$ cat src/rtl/port_sched_pkg.sv
// Shared types and helpers for the vector write-port group scheduler.
package port_sched_pkg;

  localparam int unsigned VREG_W = 5;
  // Widest group vector the rotating search supports.
  localparam int unsigned MAX_GROUPS = 32;

  typedef enum logic [1:0] {
    StFree,
    StRun,
    StLinked
  } grp_state_e;

  // First set bit of req[n-1:0], scanning upward from start with wrap.
  function automatic int unsigned rr_first_set(input logic [MAX_GROUPS-1:0] req,
                                               input int unsigned start,
                                               input int unsigned n,
                                               output logic found);
    int unsigned idx;
    rr_first_set = 0;
    found = 1'b0;
    for (int unsigned i = 0; i < MAX_GROUPS; i++) begin
      idx = (start + i) % n;
      if (i < n && !found && req[idx[4:0]]) begin
        found = 1'b1;
        rr_first_set = idx;
      end
    end
  endfunction

endpackage

$ cat src/rtl/port_group_tracker.sv
// Per-group state: FREE / RUN (owner with element counter) / LINKED (op3 read reservation).
module port_group_tracker
  import port_sched_pkg::*;
#(
  parameter int unsigned VL_W    = 12,
  parameter int unsigned OWNER_W = 2
) (
  input  logic               clk,
  input  logic               rstn,
  input  logic               alloc_run_i,
  input  logic               alloc_link_i,
  input  logic [VL_W-1:0]    vl_i,
  input  logic [VREG_W-1:0]  vd_i,
  input  logic [OWNER_W-1:0] owner_i,
  input  logic               done_i,
  input  logic               owner_rel_i,
  output grp_state_e         state_o,
  output logic [VREG_W-1:0]  vd_o,
  output logic [OWNER_W-1:0] owner_o,
  output logic               busy_o,
  output logic               run_rel_o,
  output logic               release_o,
  output logic               err_o
);

  grp_state_e         state_q, state_d;
  logic [VL_W-1:0]    cnt_q, cnt_d;
  logic [VREG_W-1:0]  vd_q, vd_d;
  logic [OWNER_W-1:0] owner_q, owner_d;

  always_comb begin
    state_d = state_q;
    cnt_d   = cnt_q;
    vd_d    = vd_q;
    owner_d = owner_q;
    // A zero count only exists for vl = 0, which releases without a strobe.
    run_rel_o = (state_q == StRun) && ((cnt_q == '0) || (done_i && cnt_q == VL_W'(1)));
    release_o = run_rel_o || ((state_q == StLinked) && owner_rel_i);
    err_o     = done_i && ((state_q != StRun) || (cnt_q == '0));
    unique case (state_q)
      StFree: begin
        if (alloc_run_i) begin
          state_d = StRun;
          cnt_d   = vl_i;
          vd_d    = vd_i;
        end else if (alloc_link_i) begin
          state_d = StLinked;
          owner_d = owner_i;
        end
      end
      StRun: begin
        if (run_rel_o) begin
          state_d = StFree;
          cnt_d   = '0;
        end else if (done_i) begin
          cnt_d = cnt_q - VL_W'(1);
        end
      end
      StLinked: begin
        if (owner_rel_i) state_d = StFree;
      end
      default: state_d = StFree;
    endcase
  end

  always_ff @(posedge clk) begin
    if (!rstn) begin
      state_q <= StFree;
      cnt_q   <= '0;
      vd_q    <= '0;
      owner_q <= '0;
    end else begin
      state_q <= state_d;
      cnt_q   <= cnt_d;
      vd_q    <= vd_d;
      owner_q <= owner_d;
    end
  end

  assign state_o = state_q;
  assign vd_o    = vd_q;
  assign owner_o = owner_q;
  assign busy_o  = (state_q != StFree);

endmodule

$ cat src/rtl/port_group_scheduler.sv
// Round-robin issue scheduler for VRF write-port groups with op3 read-port linking
// and RAW/WAW hazard blocking against in-flight destinations.
module port_group_scheduler
  import port_sched_pkg::*;
#(
  parameter int unsigned W_PORTS_NUM = 4,
  parameter int unsigned R_PORTS_NUM = 2 * W_PORTS_NUM,
  parameter int unsigned VL_W        = 12
) (
  input  logic                           clk,
  input  logic                           rstn,
  input  logic                           issue_vld_i,
  output logic                           issue_rdy_o,
  input  logic [VL_W-1:0]                issue_vl_i,
  input  logic [VREG_W-1:0]              issue_vd_i,
  input  logic [VREG_W-1:0]              issue_vs1_i,
  input  logic [VREG_W-1:0]              issue_vs2_i,
  input  logic                           issue_use_vs1_i,
  input  logic                           issue_use_vs2_i,
  input  logic                           issue_op3_i,
  output logic                           grant_vld_o,
  output logic [$clog2(W_PORTS_NUM)-1:0] grant_port_o,
  output logic [$clog2(R_PORTS_NUM)-1:0] grant_op3_port_o,
  input  logic [W_PORTS_NUM-1:0]         elem_done_i,
  output logic [W_PORTS_NUM-1:0]         port_busy_o,
  output logic [W_PORTS_NUM-1:0]         port_release_o,
  output logic                           err_o
);

  localparam int unsigned PtrW = $clog2(W_PORTS_NUM);

  grp_state_e              grp_state [W_PORTS_NUM];
  logic [VREG_W-1:0]       grp_vd    [W_PORTS_NUM];
  logic [PtrW-1:0]         grp_owner [W_PORTS_NUM];
  logic [W_PORTS_NUM-1:0]  run_rel, owner_rel, err_ev, alloc_run, alloc_link;
  logic [MAX_GROUPS-1:0]   free_ext, h_req;
  logic                    g_found, h_found, hazard, accept;
  logic [PtrW-1:0]         g_sel, h_sel;
  logic [PtrW-1:0]         rr_ptr_q, rr_ptr_d;
  logic                    err_q;

  // Group search runs on registered state only, so same-cycle releases are not reusable.
  always_comb begin
    free_ext = '0;
    for (int unsigned i = 0; i < W_PORTS_NUM; i++) free_ext[i] = (grp_state[i] == StFree);
    g_sel = PtrW'(rr_first_set(free_ext, 32'(rr_ptr_q), W_PORTS_NUM, g_found));
    h_req = free_ext;
    for (int unsigned i = 0; i < W_PORTS_NUM; i++) begin
      if (g_sel == PtrW'(i)) h_req[i] = 1'b0;
    end
    h_sel = PtrW'(rr_first_set(h_req, 32'(g_sel) + 32'd1, W_PORTS_NUM, h_found));
  end

  always_comb begin
    hazard = 1'b0;
    for (int unsigned i = 0; i < W_PORTS_NUM; i++) begin
      if (grp_state[i] == StRun &&
          ((grp_vd[i] == issue_vd_i) ||
           (issue_use_vs1_i && grp_vd[i] == issue_vs1_i) ||
           (issue_use_vs2_i && grp_vd[i] == issue_vs2_i))) begin
        hazard = 1'b1;
      end
    end
  end

  always_comb begin
    issue_rdy_o      = (issue_op3_i ? h_found : g_found) && !hazard;
    accept           = issue_vld_i && issue_rdy_o;
    grant_vld_o      = accept;
    grant_port_o     = accept ? g_sel : '0;
    grant_op3_port_o = (accept && issue_op3_i) ? {h_sel, 1'b0} : '0;
    rr_ptr_d         = rr_ptr_q;
    if (accept) rr_ptr_d = (issue_op3_i ? h_sel : g_sel) + PtrW'(1);
    for (int unsigned i = 0; i < W_PORTS_NUM; i++) begin
      alloc_run[i]  = accept && (g_sel == PtrW'(i));
      alloc_link[i] = accept && issue_op3_i && (h_sel == PtrW'(i));
      owner_rel[i]  = run_rel[grp_owner[i]];
    end
  end

  always_ff @(posedge clk) begin
    if (!rstn) begin
      rr_ptr_q <= '0;
      err_q    <= 1'b0;
    end else begin
      rr_ptr_q <= rr_ptr_d;
      if (|err_ev) err_q <= 1'b1;
    end
  end

  assign err_o = err_q;

  for (genvar gi = 0; gi < W_PORTS_NUM; gi++) begin : g_trk
    port_group_tracker #(
      .VL_W    (VL_W),
      .OWNER_W (PtrW)
    ) u_trk (
      .clk          (clk),
      .rstn         (rstn),
      .alloc_run_i  (alloc_run[gi]),
      .alloc_link_i (alloc_link[gi]),
      .vl_i         (issue_vl_i),
      .vd_i         (issue_vd_i),
      .owner_i      (g_sel),
      .done_i       (elem_done_i[gi]),
      .owner_rel_i  (owner_rel[gi]),
      .state_o      (grp_state[gi]),
      .vd_o         (grp_vd[gi]),
      .owner_o      (grp_owner[gi]),
      .busy_o       (port_busy_o[gi]),
      .run_rel_o    (run_rel[gi]),
      .release_o    (port_release_o[gi]),
      .err_o        (err_ev[gi])
    );
  end

endmodule
$ cat config.mk
export PLATFORM = sky130hd
export DESIGN_NAME = port_group_scheduler
export DESIGN_NICKNAME = d
export VERILOG_FILES = /design/src/rtl/port_sched_pkg.sv /design/src/rtl/port_group_tracker.sv /design/src/rtl/port_group_scheduler.sv
export SDC_FILE = /design/constraint.sdc
export NUM_CORES = 1
export LEC_CHECK = 0
export CAP_MARGIN = 20
export CELL_PAD_IN_SITES_DETAIL_PLACEMENT = 1
export CELL_PAD_IN_SITES_GLOBAL_PLACEMENT = 2
export CORE_MARGIN = 1.5
export CORE_UTILIZATION = 37
export DETAILED_ROUTE_END_ITERATION = 7
export PLACE_DENSITY_LB_ADDON = 0.1
export SLEW_MARGIN = 40
export SYNTH_ARGS = -nofsm -noshare
export SYNTH_HDL_FRONTEND = slang
export SYNTH_HIERARCHICAL = 1
export SYNTH_SLANG_ARGS = --single-unit
$ cat constraint.sdc
create_clock -name clk -period 5.15 [get_ports clk]
set_input_delay 0.515 -clock clk [delete_from_list [all_inputs] [get_ports clk]]
set_output_delay 0.515 -clock clk [all_outputs]
set_load 0.03 [all_outputs]
==> flow_summary_export.csv <==
group,metric,value,unit
final_layout,final_design_area_no_fill,7810,µm²
clock_tree,cts.reportedPaths.clkPinSlew,0.07,ns
synthesis,postSynthRegisterBits,87,
die,core_area,18100,µm²
detailed_routing,detail_route.first_pass.iterations,6,
clock_tree,cts_tree,"done",
synthesis,netlist_instances,806,
sta,fin_worst_skew,0.00751,ns
final_layout,finalCoreUtilization,43.0,%
synthesis,synth.yosys.seq_area_share,25.2,%
global_route,largest_net_degree_at_the_start_of_global_routing,66,
final_layout,layout-drive-gt1-share,12.4,%
pwr,p_leak,0.00290,µW
setup_path,r2r-end,"g_trk[3].u_trk/cnt_q[8]",
sta,report.final.setup_viol,0,
setup_path,worst_path_max_delay_cell,"sky130_fd_sc_hd__clkdlybuf4s50_1",
synthesis,ys_async_sr_fraction,0,%
global_route,first_global_vias,6904,
global_route,antenna_violations_before_repair,0,
detailed_routing,viasPerCell,6.21,
clock_tree,post_cts_hold_buffer_count,0,
sta,min_period_over_period,93.2,%
pwr,vdd_drop_max,296,µV
setup_path,critical_path_class,"reg2out",
placed_design,dp_hpwl,18000,µm
sta,final.hold.worst_slack,0.541,ns
global_route,globalRouteTotalUtil,24.7,%
sta,tightestPinTransition,0.817,ns
sta,final.setup.tns,0,ns
sta,slew_violations,0,
worst_hold_path,worstHoldPathCells,2,
worst_hold_path,holdCritStartpoint,"g_trk[0].u_trk/owner_o[0]",
synthesis,postSynthAreaPerCell,8.59,µm²
final_layout,final_nets,888,
die,boundaryPins,53,
synthesis,mappedNetlistArea,6920,µm²
setup_path,critical_path.max_stage_delay,0.68,ns
detailed_routing,detail_route.iter0.violations,324,
placed_design,port_buffers,51,
detailed_routing,dr_total_vias,6638,
setup_path,timing.reg2reg.setup_slack,0.55,ns
setup_path,startpoint_type,"flip-flop",
setup_path,critical_path.cell_chain,"nor2_1 -> o21ai_0 -> a21oi_1 -> nor2_2 -> inv_1 -> ha_1 -> o32a_1 -> o211ai_1 -> nand4_1 -> nor4_4 -> buf_4 -> and3_1 -> clkdlybuf4s50_1",
die,chipHeight,140,µm
setup_path,end_kind,"primary output",
sta,finalHoldViolCount,0,
clock_tree,cts-buffers-inserted,9,
global_route,globalRoute.totalOverflow,0,
final_layout,syn2layout_area_growth,12.8,%
synthesis,mappedNetlistNets,859,
run_status,outcome,"finished with violations",
global_route,grt_pass1_wl,38500,µm
sta,slew-limit-headroom,45.5,%
synthesis,yosys_warnings,6,
detailed_routing,routedWlPerCell,22.6,µm
setup_path,timing.rr.start,"g_trk[1].u_trk/state_o[0]",
synthesis,unique_cell_type_count_in_the_yosys_netlist,82,
die,die_w,140,µm
sta,period_needed,4.80,ns
setup_path,r2r_cells,16,
die,floorplan.initialDensity,38.1,%
sta,fmax,208,MHz
sta,rsz0062_at_grt,"false",
clock_tree,clock_tree.buffer_depth,2,
die,die_area,19500,µm²
placed_design,dp_cells,1050,
pwr,power_density,733,nW/µm²
detailed_routing,total_wirelength_of_the_detailed_routed_design,24200,µm
clock_tree,clock-root-buffer,"sky130_fd_sc_hd__clkbuf_16",
placed_design,globalplace.congestion,0.864,
final_layout,fin_cells,1069,
detailed_routing,post-route-drc-count,2,
worst_hold_path,worstHoldEndpoint,"g_trk[0].u_trk/owner_o[0]",
run_status,failed_checks,"design-rule violations",
final_layout,n_antenna_cell,0,
clock_tree,ctsHtreeMaxLevel,3,
die,placement_rows,49,
placed_design,placed_cell_area,7480,µm²
worst_hold_path,min-delay-path-class,"reg2reg",
run,max_capacitance_violation_total,0,
setup_path,cp.arrival,4.29,ns
clock_tree,clock_sink_count,87,
setup_path,critical_path_peak_fanout,11,
synthesis,synthFlopType,"sky130_fd_sc_hd__dfxtp_1",
setup_path,worst-endpoint-required,4.64,ns
detailed_routing,drtAntennaViolNets,0,
clock_tree,clkLatencyLatePin,0.35,ns
synthesis,count_of_flip_flops_with_a_built_in_enable_after_synthesis,0,
## per-layer routing
layer / track usage, % / routed length (µm) / share of wire (%)
met5: 0 / 0 / 0
met4: 6.04 / 337 / 1.4
met3: 2.48 / 773 / 3.2
met2: 42.7 / 11700 / 48
met1: 33.0 / 11400 / 47
## stage by stage
step / setup slack (ns) / total power, µW
2_1_floorplan: 1.19 / 4090
3_3_place_gp: 0.556 / 4910
3_5_place_dp: 0.355 / 4980
4_1_cts: 0.0325 / 5700
5_1_grt: 0.181 / 6140
6_report: 0.349 / 5720
## critical path, delay by kind of cell (launching register included)
| family | cells | cell delay [ns] |
|---|---|---|
| AO/OA/AOI/OAI | 4 | 0.76 |
| buffers and inverters | 3 | 1.03 |
| adder cells (fa/ha/maj) | 1 | 0.23 |
| AND/OR/NAND/NOR | 5 | 1.37 |
| flip-flops | 1 | 0.54 |
## synthesized netlist by cell type, types with 16 or more instances
cell                       instances  area, µm²
sky130_fd_sc_hd__dfxtp_1          87       1740
sky130_fd_sc_hd__nor2_1           75        282
sky130_fd_sc_hd__xor2_1           49        429
sky130_fd_sc_hd__nand2_1          47        176
sky130_fd_sc_hd__nor3_1           32        160
sky130_fd_sc_hd__mux2i_1          29        290
sky130_fd_sc_hd__inv_1            25       93.8
sky130_fd_sc_hd__nor2b_1          24        150
sky130_fd_sc_hd__nand4_1          21        131
sky130_fd_sc_hd__nor4_1           21        131
sky130_fd_sc_hd__o221ai_1         20        175
sky130_fd_sc_hd__o21ai_0          19       95.1
sky130_fd_sc_hd__a21oi_1          18       90.1
sky130_fd_sc_hd__clkbuf_1         18       67.6
sky130_fd_sc_hd__a32o_1           16        160
sky130_fd_sc_hd__ha_1             16        200
sky130_fd_sc_hd__nand3_1          16       80.1
## flip-flops by register name, indices dropped and copies added (netlist names)
signal               flops
g_trk.u_trk/state_o      8
g_trk.u_trk/owner_o      8
g_trk.u_trk/cnt_q       48
err_o                    1
g_trk.u_trk/vd_o        20
rr_ptr_q                 2
## report_power, final
group | switching (µW) | internal [µW]
sequential | 315 | 886
combinational | 2370 | 1460
clock | 303 | 391
## layout by cell type (no fill, tap or decap), types with 13 or more instances in the layout
| cell | synthesis | layout |
|---|---|---|
| sky130_fd_sc_hd__a21oi_1 | 18 | 18 |
| sky130_fd_sc_hd__a32o_1 | 16 | 16 |
| sky130_fd_sc_hd__buf_4 | 4 | 13 |
| sky130_fd_sc_hd__clkdlybuf4s50_1 | 0 | 50 |
| sky130_fd_sc_hd__dfxtp_1 | 87 | 87 |
| sky130_fd_sc_hd__ha_1 | 16 | 16 |
| sky130_fd_sc_hd__inv_1 | 25 | 25 |
| sky130_fd_sc_hd__mux2i_1 | 29 | 29 |
| sky130_fd_sc_hd__nand2_1 | 47 | 47 |
| sky130_fd_sc_hd__nand3_1 | 16 | 16 |
| sky130_fd_sc_hd__nand4_1 | 21 | 21 |
| sky130_fd_sc_hd__nor2_1 | 75 | 74 |
| sky130_fd_sc_hd__nor2b_1 | 24 | 24 |
| sky130_fd_sc_hd__nor3_1 | 32 | 32 |
| sky130_fd_sc_hd__nor4_1 | 21 | 21 |
| sky130_fd_sc_hd__o21ai_0 | 19 | 19 |
| sky130_fd_sc_hd__o221ai_1 | 20 | 20 |
| sky130_fd_sc_hd__o22ai_1 | 14 | 14 |
| sky130_fd_sc_hd__or3_1 | 13 | 13 |
| sky130_fd_sc_hd__xor2_1 | 49 | 49 |
## final cells by class
| cell class | count | area (µm²) |
|---|---|---|
| well taps | 229 | 287 |
| inverters | 25 | 93.8 |
| clock buffers | 11 | 243 |
| multi-input cells | 648 | 4780 |
| flip-flops and latches | 87 | 1740 |
| clock inverters | 5 | 57.6 |
| repair buffers | 64 | 603 |
| fillers | 2117 | 10300 |
## worst max path at each step
stage                                    startpoint                        to  slack [ns]  cells after the start
after CTS                 g_trk[1].u_trk/state_o[0]       grant_op3_port_o[2]        0.03                     13
final                     g_trk[1].u_trk/state_o[0]           grant_port_o[0]        0.35                     13
after floorplan           g_trk[1].u_trk/state_o[1]   g_trk[2].u_trk/cnt_q[4]        1.19                     17
after global routing      g_trk[1].u_trk/state_o[0]           grant_port_o[0]        0.18                     13
after detailed placement  g_trk[1].u_trk/state_o[0]   g_trk[3].u_trk/cnt_q[8]        0.35                     15
after global placement    g_trk[1].u_trk/state_o[0]  g_trk[2].u_trk/cnt_q[11]        0.56                     15
## cells by family (layout without fill, tap and decap cells)
| group | after synthesis | count (layout) | share of synthesized area [%] |
|---|---|---|---|
| AOI/OAI and AO/OA | 200 | 200 | 23.8 |
| xor gates and xnor gates | 61 | 61 | 7.72 |
| adders and majority gates | 16 | 16 | 2.89 |
| buffers and inverters | 71 | 105 | 5.84 |
| DFF | 87 | 87 | 25.2 |
| muxes | 37 | 37 | 6.14 |
| other | 1 | 1 | 0.0542 |
| and+or+nand+nor | 333 | 333 | 28.4 |
## repair_timing
action	CTS	global route
pin swaps	1	1
hold endpoints to repair	0	0
buffers inserted	0	3
endpoints found under the setup margin	1	24
gates cloned	0	0
gates resized for setup	0	1
No activity file was read; power rests on OpenSTA's default activity.
